==> config.mk <==
export PLATFORM = sky130hd
export DESIGN_NAME = hilo_mul_unit
export DESIGN_NICKNAME = d
export VERILOG_FILES = /design/src/rtl/mips_pkg.sv /design/src/rtl/shift_add_mul_dp.sv /design/src/rtl/hilo_mul_unit.sv
export SDC_FILE = /design/constraint.sdc
export NUM_CORES = 1
export LEC_CHECK = 0
export ABC_AREA = 1
export BUFFER_PORTS_ARGS = -buffer_cell sky130_fd_sc_hd__buf_2
export CAP_MARGIN = 15
export CORE_ASPECT_RATIO = 0.75
export CORE_MARGIN = 1
export CORE_UTILIZATION = 39
export DETAILED_ROUTE_END_ITERATION = 8
export GPL_ROUTABILITY_DRIVEN = 0
export GPL_TIMING_DRIVEN = 0
export PLACE_DENSITY_LB_ADDON = 0.3
export SLEW_MARGIN = 40
export SYNTH_ARGS = -nofsm -noshare
export SYNTH_HDL_FRONTEND = slang
export SYNTH_HIERARCHICAL = 1
export SYNTH_SLANG_ARGS = --single-unit
==> constraint.sdc <==
create_clock -name clk -period 2.1 [get_ports clk]
set_input_delay 0.315 -clock clk [delete_from_list [all_inputs] [get_ports clk]]
set_output_delay 0.315 -clock clk [all_outputs]
set_load 0.01 [all_outputs]
==> src/rtl/mips_pkg.sv <==
// Shared MIPS decode encodings and the HI/LO multiplier state enum.
package mips_pkg;

  localparam logic [1:0] RFAWDALU = 2'b00;
  localparam logic [1:0] RFAWDHI  = 2'b01;
  localparam logic [1:0] RFAWDLO  = 2'b10;

  typedef enum logic [1:0] {
    IDLE = 2'b00,
    RUN  = 2'b01,
    DONE = 2'b10
  } hilo_state_e;

endpackage

==> src/rtl/shift_add_mul_dp.sv <==
// Radix-2 shift-add multiply datapath: accumulator, multiplicand and iteration counter.
module shift_add_mul_dp #(
  parameter int WIDTH = 32
) (
  input  logic               clk,
  input  logic               rst,
  input  logic               load,
  input  logic               step,
  input  logic [WIDTH-1:0]   a,
  input  logic [WIDTH-1:0]   b,
  output logic [2*WIDTH-1:0] prod_next,
  output logic               last
);

  localparam int CW = (WIDTH > 1) ? $clog2(WIDTH) : 1;

  // acc[2*WIDTH] holds the carry out of the upper-half add
  logic [2*WIDTH:0] acc;
  logic [2*WIDTH:0] added;
  logic [WIDTH:0]   sum;
  logic [WIDTH-1:0] mcand;
  logic [CW-1:0]    cnt;

  always_comb begin
    sum       = {1'b0, acc[2*WIDTH-1:WIDTH]} + {1'b0, mcand};
    added     = acc[0] ? {sum, acc[WIDTH-1:0]} : acc;
    prod_next = added[2*WIDTH:1];
    last      = (cnt == CW'(WIDTH-1));
  end

  always_ff @(posedge clk) begin
    if (rst) begin
      acc   <= '0;
      mcand <= '0;
      cnt   <= '0;
    end else if (load) begin
      acc   <= {{(WIDTH+1){1'b0}}, b};
      mcand <= a;
      cnt   <= '0;
    end else if (step) begin
      acc   <= {1'b0, prod_next};
      cnt   <= cnt + 1'b1;
    end
  end

endmodule

==> src/rtl/hilo_mul_unit.sv <==
// MULTU engine with architectural HI/LO registers, MFHI/MFLO read port and read-after-multiply stall.
module hilo_mul_unit
  import mips_pkg::*;
#(
  parameter int WIDTH = 32
) (
  input  logic             clk,
  input  logic             rst,
  input  logic             start,
  input  logic [WIDTH-1:0] a,
  input  logic [WIDTH-1:0] b,
  input  logic [1:0]       rd_sel,
  output logic [WIDTH-1:0] rd_data,
  output logic             busy,
  output logic             done,
  output logic             stall,
  output logic [WIDTH-1:0] hi,
  output logic [WIDTH-1:0] lo
);

  hilo_state_e        state_q, state_d;
  logic               load, step, last;
  logic [2*WIDTH-1:0] prod_next;

  shift_add_mul_dp #(.WIDTH(WIDTH)) u_dp (
    .clk      (clk),
    .rst      (rst),
    .load     (load),
    .step     (step),
    .a        (a),
    .b        (b),
    .prod_next(prod_next),
    .last     (last)
  );

  always_ff @(posedge clk) begin
    if (rst) state_q <= IDLE;
    else     state_q <= state_d;
  end

  // start is only honoured outside RUN; a start during RUN is dropped
  always_comb begin
    state_d = state_q;
    load    = 1'b0;
    step    = 1'b0;
    case (state_q)
      IDLE, DONE: begin
        if (start) begin
          load    = 1'b1;
          state_d = RUN;
        end else begin
          state_d = IDLE;
        end
      end
      RUN: begin
        step = 1'b1;
        if (last) state_d = DONE;
      end
      default: state_d = IDLE;
    endcase
  end

  // HI/LO commit only on the final iteration, never partially
  always_ff @(posedge clk) begin
    if (rst) begin
      hi <= '0;
      lo <= '0;
    end else if (step && last) begin
      {hi, lo} <= prod_next;
    end
  end

  assign busy = (state_q == RUN);
  assign done = (state_q == DONE);

  always_comb begin
    case (rd_sel)
      RFAWDHI: rd_data = hi;
      RFAWDLO: rd_data = lo;
      default: rd_data = '0;
    endcase
    stall = busy && ((rd_sel == RFAWDHI) || (rd_sel == RFAWDLO));
  end

endmodule

=== After elaboration in Yosys (flattened, before gate mapping) ===
Index checks and enable logic that the tools add are counted.

* Register bits: 167
* Input port bits: 69
* Word-level logic and storage cells: 32

* Add/subtract/negate cells: 2
* Equality and inequality tests: 6
* Muxes and demuxes: 10
* Reductions and logical operators: 7

{| class="wikitable"
|+ Operators by type and width
! operator !! count
|-
| $mux W65 || 1
|-
| $mux W32 || 2
|-
| $pmux W32 S2 || 1
|-
| $add A32 B32 Y33 || 1
|-
| $add A5 B1 Y5 const B || 1
|-
| $eq A5 B5 Y1 const B || 1
|-
| $eq A2 B1 Y1 const B || 2
|-
| $eq A2 B2 Y1 const B || 2
|-
| $mux W1 || 4
|-
| $pmux W2 S2 || 1
|-
| $reduce_or A2 Y1 || 2
|-
| $logic_and A1 B1 Y1 || 2
|-
| $logic_not A2 Y1 || 1
|-
| $mux W2 || 1
|-
| $ne A2 B1 Y1 const B || 1
|-
| $reduce_bool A2 Y1 || 1
|-
| $logic_or A1 B1 Y1 || 1
|}

=== Logic depth before layout (Yosys ltp) ===
Gate-level depths: netlist of the first run.

* Depth in word-level cells: 4
* Depth in mapped cells: 15
* Mapped depth without buffers: 15

=== Modules after synthesis ===
The synthesis of the first run kept the hierarchy.

{| class="wikitable"
|+ Modules (own cells, without submodules)
! module !! times used !! cells each !! area each (um^2) !! sequential area each (um^2)
|-
| shift_add_mul_dp || 1 || 1127 || 6865.3 || 2021.9
|-
| hilo_mul_unit || 1 || 529 || 3206.8 || 1321.3
|}

=== Least setup slack after synthesis of the first run ===
No wires, ideal clock.

* Path type: reg2reg
* Start point: reg u_dp.acc[32]
* End point: reg hi[27]
* Library setup time: 113 ps
* Arrival: 1774 ps
* Setup slack: 213 ps
* Cell stages (with the launch flop): 13
* Path buffers: 0
* Period minus slack after synthesis: 1887 ps
* Cells stage by stage: dfxtp_1 ha_1 fa_1 nand3_1 nand3_1 nand3_1 nand3_1 nand2_1 nand3_1 nand3_1 nand2_1 nor2_1 nor2_1

* Cells in the longest elaborated chain, start to end: 2

{| class="wikitable"
|+ Ends and longest elaborated chain
! item !! RTL line !! source
|-
| from (decl) || shift_add_mul_dp.sv:18 || <nowiki>logic [2*WIDTH:0] acc;</nowiki>
|-
| from (signal assigned) || shift_add_mul_dp.sv:37 || <nowiki>acc <= {{(WIDTH+1){1'b0}}, b};</nowiki>
|-
| from (signal assigned) || shift_add_mul_dp.sv:41 || <nowiki>acc <= {1'b0, prod_next};</nowiki>
|-
| $add A32 B32 Y33 || shift_add_mul_dp.sv:25 || <nowiki>sum = {1'b0, acc[2*WIDTH-1:WIDTH]} + {1'b0, mcand};</nowiki>
|-
| $mux W65 || shift_add_mul_dp.sv:26 || <nowiki>added = acc[0] ? {sum, acc[WIDTH-1:0]} : acc;</nowiki>
|-
| named net prod_next[59] || hilo_mul_unit.sv:23 || <nowiki>logic [2*WIDTH-1:0] prod_next;</nowiki>
|-
| to (signal assigned) || hilo_mul_unit.sv:69 || <nowiki>{hi, lo} <= prod_next;</nowiki>
|-
| to (decl) || hilo_mul_unit.sv:17 || <nowiki>output logic [WIDTH-1:0] hi,</nowiki>
|}

The timed path passes the listed nets, and every way through them passes these cells.
A chain may end at the register's enable or synchronous reset.

=== Final worst setup path of the first run ===
* Start point: reg u_dp.acc[32]
* End point: reg hi[31]

Same word-level chain as after synthesis.

==> results of run 1 <==
cell usage after synthesis, types with 4 or more instances:
library cell  instances
nand2_1             507
nor2_1              286
inv_1               264
dfxtp_1             167
o21ai_0              85
a21oi_1              65
nand3_1              55
buf_4                39
ha_1                 36
clkbuf_1             34
a221oi_1             25
buf_2                20
nor3_1               10
xor2_1                7
buf_6                 6
nand2_2               5
nand3_2               5
o21ai_1               5
o21bai_1              5
nand3b_1              4
xnor2_1               4
cell type report:
| class | count | area [um2] | area share |
|---|---|---|---|
| multi-input combinational | 1123 | 5520 | 0.446 |
| clock buffer | 22 | 474 | 0.0383 |
| tap | 338 | 423 | 0.0342 |
| inverter | 267 | 1000 | 0.0811 |
| buffer | 99 | 598 | 0.0484 |
| sequential | 167 | 3360 | 0.272 |
| clock inverter | 8 | 123 | 0.00992 |
| timing repair buffer | 171 | 866 | 0.0700 |
stage by stage:
step	hold slack [ps]	cell area (um2)	setup TNS, ps
6_report	93.9	12400	0
5_1_grt	96.4	12400	-128
2_1_floorplan	384	10100	0
3_5_place_dp	466	11300	-1240
4_1_cts	85.1	11900	0
3_3_place_gp	454	11300	-2380
flip-flops by register name, indices dropped and copies added, names as in the netlist:
name	cells
u_dp/acc	64
hi	32
lo	32
u_dp/mcand	32
u_dp/cnt	5
state_q	2
power groups by stage:
stage	Sequential, W	Combinational, W	Clock (W)
2_1_floorplan	0.00346	0.000870	0
3_3_place_gp	0.00349	0.00121	0
3_5_place_dp	0.00350	0.00122	0
4_1_cts	0.00343	0.00123	0.00332
5_1_grt	0.00346	0.00149	0.00347
6_report	0.00345	0.00134	0.00328
path summary, 6_finish.rpt:
check                                endpoint                 startpoint  cells after the start
setup / recovery          hi[31]$_SDFFE_PP0P_  u_dp/acc[32]$_SDFFE_PP0P_                     14
hold reg to reg      u_dp/cnt[4]$_SDFFE_PP0P_   u_dp/cnt[4]$_SDFFE_PP0P_                      2
setup reg to reg          hi[31]$_SDFFE_PP0P_  u_dp/acc[32]$_SDFFE_PP0P_                     14
hold / removal    u_dp/mcand[17]$_SDFFE_PP0P_                      a[17]                      3
cells by family (layout without fill, tap and decap cells):
group,count (synthesis),count (layout)
and+or+nand+nor,878,878
buffers and inverters,366,567
AOI/OAI and AO/OA,197,197
DFF,167,167
adders and majority gates,37,37
xor gates and xnor gates,11,11
critical path: stages (launching register included):
cell and delay, ps:
dfxtp_2 340, ha_4 170, fa_2 430, nand3_2 110, nand3_4 90, nand2_1 90, nand2_2 100, nand2_1 90
nand2_1 80, nand2_2 90, o21ai_1 60, nand2_1 80, inv_1 40, nor2_1 90, nor2_1 50
repair_timing:
item	in CTS	in global routing
buffers inserted	0	4
pin swaps	0	4
gates resized for setup	8	104
setup endpoints to repair	43	94
layer usage:
metal | global-route usage | wire length, um | vias to the layer above
li1 | - | - | 5409
met1 | 0.353 | 15400 | 4833
met2 | 0.347 | 12900 | 398
met3 | 0.0393 | 2510 | 32
met4 | 0.0591 | 542 | 0
met5 | 0 | 0 | -
==> impl_metrics.json, run 1 <==
{
  "antennaDiodeCount": 0,
  "cts_tree": "done",
  "synthDistinctLibCells": 33,
  "dr.pass1.iters": 5,
  "synthFlopType": "dfxtp_1",
  "synth_nets": 1762,
  "place_ws_ps": -157,
  "setup_slack_ps": 74.8,
  "io_buffer_count": 167,
  "setup_violations": 0,
  "ant_nets": 0,
  "yosys.area_share.simple": 0.343,
  "ios": 168,
  "final_cells": 2195,
  "cp.arrival_ps": 2360,
  "cap_violations": 0,
  "min_path_type": "primary input to flip-flop",
  "place_inst": 2161,
  "area_delta_synth_final_pct": 22.8,
  "start_util": 0.400,
  "rows": 50,
  "synthMuxAreaShare": 0,
  "grt_setup_unrepaired": "true",
  "reg2reg_slack_ps": 70,
  "final_core_util": 0.492,
  "die-area_mm2": 0.0265,
  "synth_area_leaders": "dfxtp_1 (33%), nand2_1 (19%), nor2_1 (11%)",
  "cts.sinks": 167,
  "clockBufferDepth": 2,
  "synth_top_area_cell": "dfxtp_1",
  "final_common_cell": "nand2_1",
  "power.share.clock": 0.407,
  "routed_wl_mm": 31.4,
  "worstPathMaxFanout": 4,
  "antenna_found_initial": 1,
  "htreeDepth": 4,
  "final_cell_mix": "nand2_1 (489), nor2_1 (270), inv_1 (264)",
  "yosysTopAreaCellShare": 0.332,
  "cellPowerDensity_mw_per_mm2": 652,
  "final.fill_count": 2618,
  "drc": 0,
  "die_h_um": 141,
  "worstSetupPathType": "flip-flop to flip-flop",
  "grt_pass1_wl_mm": 48.9,
  "grt-ovfl-total": 0,
  "via_per_inst": 4.86,
  "dp_hpwl_mm": 24.5,
  "via_count": 10672,
  "required_ps": 2440,
  "finalCritPeriodShare": 0.964,
  "netlist_area_mm2": 0.0101,
  "yosysWarnings": 6,
  "pwr-share-comb": 0.166,
  "synthAdderAreaFrac": 0.0467,
  "synth_edf_count": 0,
  "leakagePower_nw": 6.90,
  "finalClockSkew_ps": 6.69,
  "p_sw_w": 0.00229,
  "p_total_w": 0.00807,
  "outcome": "finished, final reports clean",
  "internal_power_w": 0.00578,
  "clk_pin_slew_ps": 70,
  "synthCells": 1656,
  "hold_viol": 0,
  "cp-start-kind": "flip-flop",
  "drive_gt1_frac": 0.201,
  "seq_area_frac_synth": 0.332,
  "clk_latency_ps": 440,
  "synth-compound-area-share": 0.111,
  "tightest_slew_ps": 838,
  "dieWidth_um": 188,
  "p_sw_frac": 0.283,
  "cts_root_buf": "clkbuf_16",
  "synth_top_family_by_area": "simple AND/OR/NAND/NOR gates",
  "seq_power_share": 0.427,
  "globalRouteTotalUtil": 0.236,
  "maxSlewViolCount": 0,
  "async_reset_ff_frac": 0,
  "drt-initial-drc-count": 849,
  "cts-buffers-inserted": 17,
  "slew_headroom": 0.435,
  "synth_seq_cells": 167,
  "grt_max_degree": 17,
  "wl_per_cell_um": 14.3,
  "endpoint_kind": "flip-flop",
  "core_mm2": 0.0251,
  "avgSynthCellArea_um2": 6.08,
  "synth-xor-area-share": 0.00957,
  "fin_nets": 1952,
  "fin_crit_ps": 2030,
  "fmax_mhz": 494,
  "ir_drop_mv": 0.596,
  "hold_buffers": 0,
  "grt_pass1_vias": 9499
}
No activity file was read; power rests on OpenSTA's default activity.
==> run 2, diff against run 1 <==
- clock period: 2.1 -> 2 ns (I/O delays scaled with it)
==> impl_metrics.json, run 2 (synthesis results as in run 1) <==
{
  "outcome": "finished, final reports clean",
  "drt-initial-drc-count": 900,
  "p_sw_frac": 0.284,
  "dp_hpwl_mm": 24.5,
  "clk_latency_ps": 440,
  "clk_pin_slew_ps": 70,
  "grt_max_degree": 17,
  "dr.pass1.iters": 5,
  "internal_power_w": 0.00612,
  "cts.sinks": 167,
  "ant_nets": 0,
  "final.fill_count": 2559,
  "hold_viol": 0,
  "required_ps": 2340,
  "final_common_cell": "nand2_1",
  "drive_gt1_frac": 0.233,
  "cts-buffers-inserted": 17,
  "final_core_util": 0.505,
  "min_path_type": "primary input to flip-flop",
  "finalClockSkew_ps": 6.84,
  "fmax_mhz": 513,
  "power.share.clock": 0.401,
  "slew_headroom": 0.492,
  "cap_violations": 0,
  "finalCritPeriodShare": 0.975,
  "regMostFlops": "u_dp/acc",
  "whs_ps": 79.7,
  "rows": 50,
  "area_delta_synth_final_pct": 26.2,
  "hold_buffers": 0,
  "drc": 0,
  "worstSetupStartpoint": "u_dp/acc[32]$_SDFFE_PP0P_",
  "ff_latch_area_mm2": 0.00338,
  "io_buffer_count": 167,
  "dieWidth_um": 188,
  "antenna_found_initial": 1,
  "cp-start-kind": "flip-flop",
  "final_cell_mix": "nand2_1 (477), nor2_1 (268), inv_1 (260)",
  "wl_per_cell_um": 14.6,
  "start_util": 0.400,
  "tightest_slew_ps": 754,
  "multiInputGateArea_mm2": 0.00581,
  "worstPathMaxFanout": 4,
  "finalSetupTns_ps": 0,
  "stdcell_area_mm2": 0.0127,
  "grt_pass1_wl_mm": 49.3,
  "maxSlewViolCount": 0,
  "leakagePower_nw": 6.95,
  "via_per_inst": 4.88,
  "antennaDiodeCount": 0,
  "ir_drop_mv": 0.631,
  "routed_wl_mm": 32.0,
  "die_h_um": 141,
  "worstSetupPathType": "flip-flop to flip-flop",
  "reg2reg_slack_ps": 50,
  "grt-ovfl-total": 0,
  "pwr-share-comb": 0.173,
  "grt_setup_unrepaired": "true",
  "largest_register_ff_count": 64,
  "placed_cell_area_mm2": 0.0113,
  "ios": 168,
  "p_sw_w": 0.00243,
  "cellPowerDensity_mw_per_mm2": 673,
  "fin_crit_ps": 1950,
  "core_mm2": 0.0251,
  "htreeDepth": 4,
  "cp.arrival_ps": 2290,
  "reg2reg_from": "u_dp/acc[32]$_SDFFE_PP0P_",
  "endpoint_kind": "flip-flop",
  "clockBufferDepth": 2,
  "via_count": 10728,
  "setup_violations": 0,
  "fin_nets": 1954,
  "p_total_w": 0.00856,
  "globalRouteTotalUtil": 0.238,
  "grt_pass1_vias": 9554,
  "min_from": "a[17]",
  "cts_root_buf": "clkbuf_16",
  "cts_tree": "done",
  "die-area_mm2": 0.0265,
  "seq_power_share": 0.425
}
## run 2: cell types whose count changed in the layout (fill, tap and decap cells not counted), sizes merged
| cell | previous run | this run |
|---|---|---|
| buf | 236 | 238 |
## run 2: path summary, 6_finish.rpt
path | depth (start not counted) | end
setup / recovery | 14 | hi[31]$_SDFFE_PP0P_
hold reg to reg | 2 | u_dp/cnt[4]$_SDFFE_PP0P_
setup reg to reg | 14 | hi[31]$_SDFFE_PP0P_
hold / removal | 3 | u_dp/mcand[17]$_SDFFE_PP0P_
## run 2: power by group through the flow
stage	Combinational, W	Sequential, W	Clock [W]
after floorplan	0.000913	0.00363	0
after global placement	0.00127	0.00367	0
after detailed placement	0.00128	0.00367	0
after CTS	0.00133	0.00361	0.00348
after global routing	0.00165	0.00365	0.00364
final	0.00148	0.00364	0.00344
## run 2: layout make-up
type                            count  share of cell area
Buffer                             98              0.0475
Inverter                          267              0.0790
Clock buffer                       22              0.0373
Clock inverter                      8             0.00965
Multi-Input combinational cell   1123               0.457
Tap cell                          338              0.0333
Sequential cell                   167               0.266
Timing Repair Buffer              174              0.0699
## run 2: worst max-delay path: stages (launching register included)
cell and delay (ps):
dfxtp_2 340, ha_4 160, fa_2 400, nand3_4 120, nand3_4 100, nand2_2 100, nand2_4 90, nand2_4 70
nand2_2 60, nand2_2 90, o21ai_1 60, nand2_1 80, inv_1 40, nor2_1 70, nor2_1 50
## run 2: per-stage QoR
stage,std cells,setup WS [ps]
2_1_floorplan,1656,113
3_3_place_gp,2161,-247
3_5_place_dp,2161,-257
4_1_cts,2194,2.74
5_1_grt,2197,-60.1
6_report,2197,49.2
## run 2: timing repair
action | 4_1_cts | 5_1_grt
resized for setup | 32 | 159
buffers inserted | 3 | 4
pin swaps | 11 | 26
setup endpoints to repair | 87 | 121
## run 2: metal layers
layer  track usage  vias to the layer above  share of wire
met3        0.0373                       35          0.077
met2         0.353                      401           0.42
met1         0.355                     4877           0.49
met4        0.0586                        0          0.016
li1              -                     5415              -
met5             0                        -              0
